**config.mk**
```make
export PLATFORM = sky130hd
export DESIGN_NAME = dmem_arbiter
export DESIGN_NICKNAME = d
export VERILOG_FILES = /design/src/rtl/dmem_arbiter.sv
export SDC_FILE = /design/constraint.sdc
export NUM_CORES = 1
export LEC_CHECK = 0
export ABC_AREA = 1
export BUFFER_PORTS_ARGS = -buffer_cell sky130_fd_sc_hd__buf_2
export CELL_PAD_IN_SITES_DETAIL_PLACEMENT = 0
export CELL_PAD_IN_SITES_GLOBAL_PLACEMENT = 1
export CORE_AREA = 2 2 121 123
export CTS_BUF_LIST = sky130_fd_sc_hd__clkbuf_8
export CTS_CLUSTER_SIZE = 25
export DETAILED_ROUTE_END_ITERATION = 8
export DIE_AREA = 0 0 123 125
export GPL_ROUTABILITY_DRIVEN = 0
export GPL_TIMING_DRIVEN = 1
export PLACE_DENSITY = 0.84
export RECOVER_POWER = 25
export SKIP_CTS_REPAIR_TIMING = 1
export SLEW_MARGIN = 20
export SYNTH_ARGS = -nofsm -noshare
export SYNTH_HDL_FRONTEND = slang
export SYNTH_SLANG_ARGS = --single-unit
```
**constraint.sdc**
```tcl
create_clock -name clk -period 3.8 [get_ports clk]
set_input_delay 0.38 -clock clk [delete_from_list [all_inputs] [get_ports clk]]
set_output_delay 0.38 -clock clk [all_outputs]
set_load 0.03 [all_outputs]
```
**src/rtl/dmem_arbiter.sv**
```systemverilog
// rtl/dmem_arbiter.sv - two-port round-robin data memory arbiter with read return routing
module dmem_arbiter #(
  parameter int ADDR_W    = 32,
  parameter int DATA_W    = 32,
  parameter int MAX_BURST = 4
) (
  input  logic                clk,
  input  logic                reset,
  input  logic                m0_valid,
  output logic                m0_ready,
  input  logic [ADDR_W-1:0]   m0_addr,
  input  logic [DATA_W-1:0]   m0_wdata,
  input  logic [DATA_W/8-1:0] m0_we,
  output logic                m0_rvalid,
  output logic [DATA_W-1:0]   m0_rdata,
  input  logic                m1_valid,
  output logic                m1_ready,
  input  logic [ADDR_W-1:0]   m1_addr,
  input  logic [DATA_W-1:0]   m1_wdata,
  input  logic [DATA_W/8-1:0] m1_we,
  output logic                m1_rvalid,
  output logic [DATA_W-1:0]   m1_rdata,
  output logic [ADDR_W-1:0]   mem_addr,
  output logic [DATA_W-1:0]   mem_wdata,
  output logic [DATA_W/8-1:0] mem_we,
  output logic                mem_re,
  input  logic [DATA_W-1:0]   mem_rdata
);

  localparam int WE_W  = DATA_W / 8;
  localparam int CNT_W = $clog2(MAX_BURST + 1);
  localparam logic [CNT_W-1:0] CNT_MAX = CNT_W'(MAX_BURST);
  localparam logic [CNT_W-1:0] CNT_ONE = CNT_W'(1);

  typedef enum logic [1:0] {
    IDLE = 2'd0,
    OWN0 = 2'd1,
    OWN1 = 2'd2
  } owner_t;

  owner_t           owner, owner_nxt;
  logic [CNT_W-1:0] cnt, cnt_nxt;
  logic             gnt0, gnt1;
  logic             rv_pend, rv_port;
  logic             burst_left;

  assign burst_left = (cnt < CNT_MAX);

  // Owner, burst counter and pending read-return tracking
  always_ff @(posedge clk or negedge reset) begin
    if (!reset) begin
      owner   <= IDLE;
      cnt     <= '0;
      rv_pend <= 1'b0;
      rv_port <= 1'b0;
    end else begin
      owner   <= owner_nxt;
      cnt     <= cnt_nxt;
      rv_pend <= mem_re;
      rv_port <= gnt1;
    end
  end

  // Grant decision and next owner/count; contention favours the owner until its burst is spent
  always_comb begin
    gnt0      = 1'b0;
    gnt1      = 1'b0;
    owner_nxt = IDLE;
    cnt_nxt   = '0;
    if (m0_valid && !m1_valid) begin
      gnt0 = 1'b1;
    end else if (m1_valid && !m0_valid) begin
      gnt1 = 1'b1;
    end else if (m0_valid && m1_valid) begin
      case (owner)
        OWN0:    if (burst_left) gnt0 = 1'b1; else gnt1 = 1'b1;
        OWN1:    if (burst_left) gnt1 = 1'b1; else gnt0 = 1'b1;
        default: gnt0 = 1'b1;
      endcase
    end
    if (gnt0) begin
      owner_nxt = OWN0;
      cnt_nxt   = (owner == OWN0) ? (burst_left ? cnt + CNT_ONE : CNT_MAX) : CNT_ONE;
    end else if (gnt1) begin
      owner_nxt = OWN1;
      cnt_nxt   = (owner == OWN1) ? (burst_left ? cnt + CNT_ONE : CNT_MAX) : CNT_ONE;
    end
  end

  // Memory request mux; idle bus is driven to zero
  always_comb begin
    mem_addr  = '0;
    mem_wdata = '0;
    mem_we    = '0;
    mem_re    = 1'b0;
    if (gnt0) begin
      mem_addr  = m0_addr;
      mem_wdata = m0_wdata;
      mem_we    = m0_we;
      mem_re    = (m0_we == {WE_W{1'b0}});
    end else if (gnt1) begin
      mem_addr  = m1_addr;
      mem_wdata = m1_wdata;
      mem_we    = m1_we;
      mem_re    = (m1_we == {WE_W{1'b0}});
    end
  end

  assign m0_ready  = gnt0;
  assign m1_ready  = gnt1;
  assign m0_rvalid = rv_pend & ~rv_port;
  assign m1_rvalid = rv_pend & rv_port;
  assign m0_rdata  = mem_rdata;
  assign m1_rdata  = mem_rdata;

endmodule

```
==> flow_metrics.env, run 1 <==
export IMPL_status="completed"
export IMPL_clock_path_buffers=2
export IMPL_diodes=0
export IMPL_synth_top_area_share_pct=29.01
export IMPL_cts_tree="built"
export IMPL_synth_seq_area_share_pct=8.906
export IMPL_max_freq_mhz=362.0
export IMPL_routed_wl_mm=7.147
export IMPL_antenna_found_initial=0
export IMPL_first_iter_violations=125
export IMPL_drive_gt1_share_pct=45.79
export IMPL_avgSynthCellArea_sq_um=5.572
export IMPL_cp_max_fo=73
export IMPL_tns_ps=0
export IMPL_fin_hold_ws_ps=454.3
export IMPL_finalSetupViolCount=0
export IMPL_fillers=1686
export IMPL_drv_slew=0
export IMPL_place_area_sq_um=2628
export IMPL_post_route_cell_area_sq_um=2681
export IMPL_yosys_cell_types_count=16
export IMPL_leakage_nw=1.773
export IMPL_die_width_microns=123
export IMPL_fin_crit_ps=2762
export IMPL_pin_count=309
export IMPL_min_period_over_period_pct=72.69
export IMPL_max_slew_margin_rel_pct=47.39
export IMPL_synth_nets=530
export IMPL_ir_drop_mv=0.08525
export IMPL_drtAntennaViolNets=0
export IMPL_clk_insertion_delay_late_ps=230
export IMPL_cp_end_kind="output port"
export IMPL_path_buf_inv=3
export IMPL_cts_root_buffer="clkbuf_8"
export IMPL_synthCells=353
export IMPL_grt_pass1_wl_mm=10.69
export IMPL_synth_area_sq_um=1967
export IMPL_fp_row_count=44
export IMPL_skew_ps=0.4215
export IMPL_ys_warnings_count=0
export IMPL_cpMaxStageDelayCell="buf_4"
export IMPL_first_pass_iters=4
export IMPL_final_cell_mix="211 x buf_2, 151 x nand2_1, 72 x nand3_1"
export IMPL_io_buffer_count=212
export IMPL_die_area_sq_um=15380
export IMPL_avgRoutedWirePerCell_microns=10.65
export IMPL_grt_overflow_total=0
export IMPL_timing_final_ws_setup_ps=1038
export IMPL_crit_arrival_ps=2380
export IMPL_final_common_cell="buf_2"
export IMPL_synth_seq_cells=7
export IMPL_hold_viol=0
export IMPL_worst_path_largest_cell_delay_ps=610
export IMPL_core_sq_um=14200
export IMPL_cap_violations=0
export IMPL_grt_max_degree=74
export IMPL_start_kind="flip-flop"
export IMPL_yosysTopAreaCell="nand2_1"
export IMPL_rsz0062_at_grt="no"
export IMPL_worst_slew_pin_slew_ps=789.1
export IMPL_vias=2602
export IMPL_cts_buffers=3
export IMPL_track_usage_pct=8.496
export IMPL_totalPowerFinal_uw=611.5
export IMPL_initial_core_util_pct=13.85
export IMPL_min_path_type="input pin to flip-flop"
export IMPL_worstSetupPathType="flip-flop to output port"
export IMPL_p_per_area_nw_per_um2=228.1
export IMPL_critPathTopFamily="buffers and inverters"
export IMPL_crit_chain="inv_1 > ha_1 > nor2_1 > nand3_2 > nand2_2 > buf_4 > nand3_1 > nand2_1 > buf_2"
export IMPL_vias_per_cell=3.878
export IMPL_synth_area_leaders="nand2_1 29%, buf_4 27%, nand3_1 18%"
export IMPL_dpl_hpwl_mm=5.515
export IMPL_grt_pass1_vias=2288
export IMPL_cts_sinks=7
export IMPL_post_place_ws_ps=1315
export IMPL_drc_errors=0
export IMPL_crit_required_ps=3420
export IMPL_cts_htree_levels=1
export IMPL_syn2layout_area_growth_pct=36.32
export IMPL_die_h_microns=125
export IMPL_clkTransAtPathRegs_ps=40
export IMPL_nets=665
## per-layer routing
metal	track usage, %	share of wire [%]	up-vias
met3	1.962	12	18
li1	-	-	1314
met4	3.275	2.8	0
met2	15.50	49	182
met1	9.367	36	1088
met5	0	0	-
## cells by family after synthesis
kind of cell	after synthesis	synth area share (%)
DFF	7	8.906
buffers and inverters	99	36.01
adders and majority gates	5	3.181
and+or+nand+nor	240	51.40
AOI/OAI and AO/OA	2	0.5089
## report_power, final
part           switching (mW)  total (mW)  internal, mW
logic                   0.286       0.424         0.139
registers             0.00362      0.0835        0.0798
clock network          0.0337       0.104        0.0699
## through the flow
step / utilization [%] / instances
finish: 18.88 / 671
global route: 18.88 / 671
CTS: 18.82 / 670
detailed placement: 18.50 / 666
global placement: 18.50 / 666
floorplan: - / 353
## state kept, by name (all words and copies together) (netlist names)
register,cells
cnt,3
rv_port,1
owner,2
rv_pend,1
## worst register-to-register path, cell delays in order (launching register included)
cell	delay (ps)
dfrtp_1	360
inv_1	70
ha_1	290
nor2_1	130
nand3_2	90
nand2_2	80
buf_4	610
nand3_1	150
nand2_1	120
## final cells by class
cell class	count	area, sq um	area share [%]
multi-input combinational	247	1086	40.50
inverter	12	45.04	1.680
clock buffer	3	41.29	1.540
clock inverter	1	3.754	0.1400
timing repair buffer	217	1100	41.02
tap	184	230.2	8.586
sequential	7	175.2	6.533
## cell usage after synthesis
cell and n:
or2_1 1, ha_1 5, nand3_1 72, inv_1 10, buf_6 8, nand3_2 1
dfrtp_1 7, o21ai_0 2, nand3b_1 1, nor2_1 10, buf_2 8, buf_4 71
nand2_1 152, nand2_2 1, inv_2 2, nand4_1 2
## final timing paths
| path | from | end | slack [ps] | cells past startpoint |
|---|---|---|---|---|
| setup / recovery | owner[0] | mem_addr[2] | 1040 | 9 |
| hold / removal | m1_we[3] | rv_pend | 450 | 4 |
| setup reg to reg | owner[0] | rv_pend | 1840 | 8 |
| hold reg to reg | cnt[0] | cnt[0] | 590 | 3 |
| max in group asynchronous | reset | cnt[0] | 2930 | 2 |
| min in group asynchronous | reset | rv_port | 590 | 2 |
Note: power is estimated with default switching activity, not from simulation.
==> run 2: changes to the inputs <==
==> constraint.sdc (replaced) <==
create_clock -name clk -period 2.6 [get_ports clk]
set_input_delay 0.26 -clock clk [delete_from_list [all_inputs] [get_ports clk]]
set_output_delay 0.26 -clock clk [all_outputs]
set_load 0.03 [all_outputs]
==> run 2 against run 1 <==
Compared with the run above: clock-buffer cell count unchanged; sequential cell count is the same; sequential power up 46%; non-clock buffer count rose by 2; critical endpoint is now mem_wdata[31]; core utilization up 0.41 points; largest cell class unchanged; via count decreased by 0.92%; critical path type unchanged; worst setup slack got worse by 760 ps; clock power rose by 38%.
==> flow_metrics.env, run 2 (synthesis results as in run 1) <==
export IMPL_status="completed"
export IMPL_timing_rr_end="cnt[0]"
export IMPL_crit_start="owner[0]"
export IMPL_crit_top_cell="nand2_1"
export IMPL_p_per_area_nw_per_um2=328.7
export IMPL_rsz0062_at_grt="no"
export IMPL_hold_viol=0
export IMPL_core_sq_um=14200
export IMPL_min_path_type="input pin to flip-flop"
export IMPL_track_usage_pct=8.283
export IMPL_vias_per_cell=3.831
export IMPL_final_common_cell="buf_2"
export IMPL_drtAntennaViolNets=0
export IMPL_pin_count=309
export IMPL_cts_tree="built"
export IMPL_vias=2578
export IMPL_diodes=0
export IMPL_fin_hold_ws_ps=358.7
export IMPL_min_period_over_period_pct=89.23
export IMPL_nets=667
export IMPL_cts_buffers=3
export IMPL_fp_row_count=44
export IMPL_antenna_found_initial=0
export IMPL_worst_path_largest_cell_delay_ps=370
export IMPL_max_freq_mhz=431.0
export IMPL_die_width_microns=123
export IMPL_cts_htree_levels=1
export IMPL_crit_cells=10
export IMPL_grt_pass1_wl_mm=10.46
export IMPL_skew_ps=0.1418
export IMPL_initial_core_util_pct=13.85
export IMPL_cts_sinks=7
export IMPL_crit_chain="inv_1 > ha_1 > nor2_1 > nand3_2 > nand2_2 > inv_2 > buf_4 > nand2_1 > nand2_1 > buf_2"
export IMPL_clk_insertion_delay_late_ps=220
export IMPL_routed_wl_mm=6.988
export IMPL_avgRoutedWirePerCell_microns=10.38
export IMPL_fillers=1684
export IMPL_worst_slew_pin_slew_ps=336.6
export IMPL_finalSetupViolCount=0
export IMPL_crit_arrival_ps=2060
export IMPL_reg2reg_from="owner[0]"
export IMPL_drv_slew=0
export IMPL_die_area_sq_um=15380
export IMPL_grt_overflow_total=0
export IMPL_cp_max_fo=33
export IMPL_clock_path_buffers=2
export IMPL_leakage_nw=1.800
export IMPL_path_buf_inv=4
export IMPL_clkTransAtPathRegs_ps=40
export IMPL_crit_required_ps=2340
export IMPL_cp_end_kind="output port"
export IMPL_cap_violations=0
export IMPL_crit_end="mem_wdata[31]"
export IMPL_critPathTopFamily="simple AND/OR/NAND/NOR gates"
export IMPL_drive_gt1_share_pct=46.22
export IMPL_final_cell_mix="212 x buf_2, 151 x nand2_1, 72 x nand3_1"
export IMPL_hold_depth=3
export IMPL_dpl_hpwl_mm=5.742
export IMPL_instances_no_fill=673
export IMPL_io_buffer_count=212
export IMPL_drc_errors=0
export IMPL_start_kind="flip-flop"
export IMPL_cpMaxStageDelayCell="dfrtp_1"
export IMPL_syn2layout_area_growth_pct=39.25
export IMPL_largest_register="cnt"
export IMPL_top_regs="cnt: 3 flops, owner: 2 flops"
export IMPL_worstSetupPathType="flip-flop to output port"
export IMPL_dp_cells=668
export IMPL_first_pass_iters=4
export IMPL_fin_crit_ps=2320
export IMPL_die_h_microns=125
export IMPL_largest_reg_flops=3
export IMPL_ir_drop_mv=0.1206
export IMPL_grt_max_degree=49
export IMPL_max_slew_margin_rel_pct=77.56
export IMPL_first_iter_violations=67
export IMPL_tns_ps=0
export IMPL_cts_root_buffer="clkbuf_8"
export IMPL_grt_pass1_vias=2312
export IMPL_r2r_cells=9
export IMPL_rrSetupSlack_ps=920
## run 2: changes by cell type in the layout (fill, tap and decap cells not counted)
cell and change:
buf_6 +1, buf_12 +3, buf_2 +1, clkbuf_1 -1
buf_4 -2
## run 2: through the flow
stage	cell area, sq um	total power, mW	worst slack, ps	util [%]
after floorplan	1967	0.7182	804.8	-
after global placement	2680	0.7626	509.8	18.87
after detailed placement	2680	0.7639	432.6	18.87
after CTS	2725	0.9123	190.0	19.19
after global routing	2739	0.9748	68.45	19.28
final	2739	0.9003	280.1	19.28
## run 2: worst min-delay path by stage
stage,start,endpoint,slack [ps]
floorplan,reset,cnt[0],-40
global placement,reset,rv_port,90
detailed placement,reset,rv_port,90
CTS,reset,rv_port,-140
global route,m1_we[3],rv_pend,380
finish,m0_valid,cnt[1],360
## run 2: power breakdown
| part | internal (mW) | switching [mW] | leakage [nW] |
|---|---|---|---|
| clock | 0.102 | 0.0418 | 0.0269 |
| sequential | 0.117 | 0.00492 | 0.0914 |
| combinational | 0.216 | 0.419 | 1.68 |
| total | 0.435 | 0.466 | 1.80 |
## run 2: area by class of cell
cell class	instances	area [sq um]	share of cell area [%]
timing repair buffer	219	1157	42.26
multi-input combinational	247	1086	39.65
tap	184	230.2	8.406
sequential	7	175.2	6.396
inverter	12	45.04	1.645
clock buffer	3	41.29	1.508
clock inverter	1	3.754	0.1370
## run 2: routing by layer
metal / track usage, % / vias to the layer above / share of wire (%)
li1: - / 1317 / -
met1: 8.824 / 1079 / 38
met2: 15.34 / 160 / 48
met3: 2.190 / 22 / 12
met4: 3.075 / 0 / 2.8
met5: 0 / - / 0
## run 2: tightest hold or removal path, cell delays in order
cell and delay, ps:
buf_2 130, nand4_1 80, nand2_1 60
==> run 3: changes to the inputs <==
--- a/config.mk
+++ b/config.mk
@@ -17,7 +17,7 @@
 export GPL_ROUTABILITY_DRIVEN = 0
 export GPL_TIMING_DRIVEN = 1
 export PLACE_DENSITY = 0.84
-export RECOVER_POWER = 25
+export RECOVER_POWER = 50
 export SKIP_CTS_REPAIR_TIMING = 1
 export SLEW_MARGIN = 20
 export SYNTH_ARGS = -nofsm -noshare
==> run 3 against run 2 <==
Compared with the run above: sequential cell count did not move; non-clock buffer count did not move; sequential share of layout area barely moved.
==> flow_metrics.env, run 3 (synthesis results as in run 1) <==
export IMPL_cpMaxStageDelayCell="dfrtp_1"
export IMPL_track_usage_pct=8.283
export IMPL_cts_tree="built"
export IMPL_fin_hold_ws_ps=358.7
export IMPL_post_place_ws_ps=432.6
export IMPL_start_kind="flip-flop"
export IMPL_diodes=0
export IMPL_crit_top_cell="nand2_1"
export IMPL_core_sq_um=14200
export IMPL_cts_htree_levels=1
export IMPL_place_area_sq_um=2680
export IMPL_tns_ps=0
export IMPL_top_regs="cnt: 3 flops, owner: 2 flops"
export IMPL_cp_max_fo=33
export IMPL_routed_wl_mm=6.989
export IMPL_first_iter_violations=67
export IMPL_min_period_over_period_pct=89.23
export IMPL_grt_max_degree=49
export IMPL_reg2reg_from="owner[0]"
export IMPL_largest_reg_flops=3
export IMPL_drtAntennaViolNets=0
export IMPL_max_slew_margin_rel_pct=75.21
export IMPL_crit_chain="inv_1 > ha_1 > nor2_1 > nand3_2 > nand2_2 > inv_2 > buf_4 > nand2_1 > nand2_1 > buf_2"
export IMPL_fp_row_count=44
export IMPL_rsz0062_at_grt="no"
export IMPL_cts_sinks=7
export IMPL_timing_final_ws_setup_ps=280.1
export IMPL_worstSetupPathType="flip-flop to output port"
export IMPL_skew_ps=0.1417
export IMPL_vias=2578
export IMPL_status="completed"
export IMPL_r2r_cells=9
export IMPL_crit_required_ps=2340
export IMPL_drive_gt1_share_pct=45.60
export IMPL_drc_errors=0
export IMPL_rrSetupSlack_ps=920
export IMPL_clock_path_buffers=2
export IMPL_finalSetupViolCount=0
export IMPL_avgRoutedWirePerCell_microns=10.38
export IMPL_totalPowerFinal_uw=900.0
export IMPL_die_h_microns=125
export IMPL_drv_slew=0
export IMPL_whs_endpoint="cnt[1]"
export IMPL_initial_core_util_pct=13.85
export IMPL_p_per_area_nw_per_um2=329.0
export IMPL_hold_depth=3
export IMPL_nets=667
export IMPL_post_route_cell_area_sq_um=2735
export IMPL_grt_pass1_wl_mm=10.46
export IMPL_largest_register="cnt"
export IMPL_final_common_cell="buf_2"
export IMPL_final_cell_mix="209 x buf_2, 151 x nand2_1, 72 x nand3_1"
export IMPL_worst_slew_pin_slew_ps=373.5
export IMPL_hold_path_startpoint="m0_valid"
export IMPL_die_area_sq_um=15380
export IMPL_syn2layout_area_growth_pct=39.06
export IMPL_grt_pass1_vias=2312
export IMPL_dpl_hpwl_mm=5.742
export IMPL_critPathTopFamily="simple AND/OR/NAND/NOR gates"
export IMPL_grt_overflow_total=0
export IMPL_worst_path_largest_cell_delay_ps=370
export IMPL_min_path_type="input pin to flip-flop"
export IMPL_die_width_microns=123
export IMPL_crit_arrival_ps=2060
export IMPL_cap_violations=0
export IMPL_timing_rr_end="cnt[0]"
export IMPL_cts_root_buffer="clkbuf_8"
export IMPL_pin_count=309
export IMPL_clk_insertion_delay_late_ps=220
export IMPL_io_buffer_count=212
export IMPL_antenna_found_initial=0
export IMPL_hold_viol=0
export IMPL_path_buf_inv=4
export IMPL_cts_buffers=3
export IMPL_leakage_nw=1.789
export IMPL_max_freq_mhz=431.0
export IMPL_crit_cells=10
export IMPL_ir_drop_mv=0.1205
export IMPL_clkTransAtPathRegs_ps=40
export IMPL_fin_crit_ps=2320
export IMPL_cp_end_kind="output port"
export IMPL_first_pass_iters=4
export IMPL_vias_per_cell=3.831
run 3: changes by cell type in the layout (fill, tap and decap cells not counted), sizes merged:
cell / delta
clkbuf: +3
buf: -3
run 3: power breakdown:
part / switching, mW / internal [mW] / total, mW / leakage, nW
combinational: 0.419 / 0.216 / 0.635 / 1.67
clock: 0.0418 / 0.102 / 0.143 / 0.0269
sequential: 0.00492 / 0.117 / 0.122 / 0.0914
total: 0.466 / 0.434 / 0.900 / 1.79
run 3: worst max-delay path by stage:
stage,from,to,slack (ps)
floorplan,owner[0],mem_addr[27],800
global placement,owner[0],mem_addr[2],510
detailed placement,owner[1],mem_addr[2],430
CTS,owner[0],mem_addr[2],190
global route,owner[0],mem_wdata[5],70
finish,owner[0],mem_wdata[31],280
run 3: through the flow:
| step | instances | util, % |
|---|---|---|
| 2_1_floorplan | 353 | - |
| 3_3_place_gp | 668 | 18.87 |
| 3_5_place_dp | 668 | 18.87 |
| 4_1_cts | 672 | 19.19 |
| 5_1_grt | 673 | 19.26 |
| 6_report | 673 | 19.26 |
run 3: tightest hold or removal path, stage by stage:
cell and delay [ps]:
buf_2 130, nand4_1 80, nand2_1 60
run 3: area by class of cell:
cell class | count | area [sq um]
repair buffers | 219 | 1154
multi-input cells | 247 | 1086
clock buffers | 3 | 41.29
clock inverters | 1 | 3.754
flip-flops and latches | 7 | 175.2
fillers | 1687 | 11470
inverters | 12 | 45.04
well taps | 184 | 230.2
run 3: metal layers:
metal | share of wire (%) | track usage, % | vias to the layer above | wire (microns)
met2 | 48 | 15.34 | 160 | 3341
met3 | 12 | 2.190 | 22 | 811
met5 | 0 | 0 | - | 0
met4 | 2.8 | 3.075 | 0 | 199
met1 | 38 | 8.824 | 1079 | 2638
li1 | - | - | 1317 | -
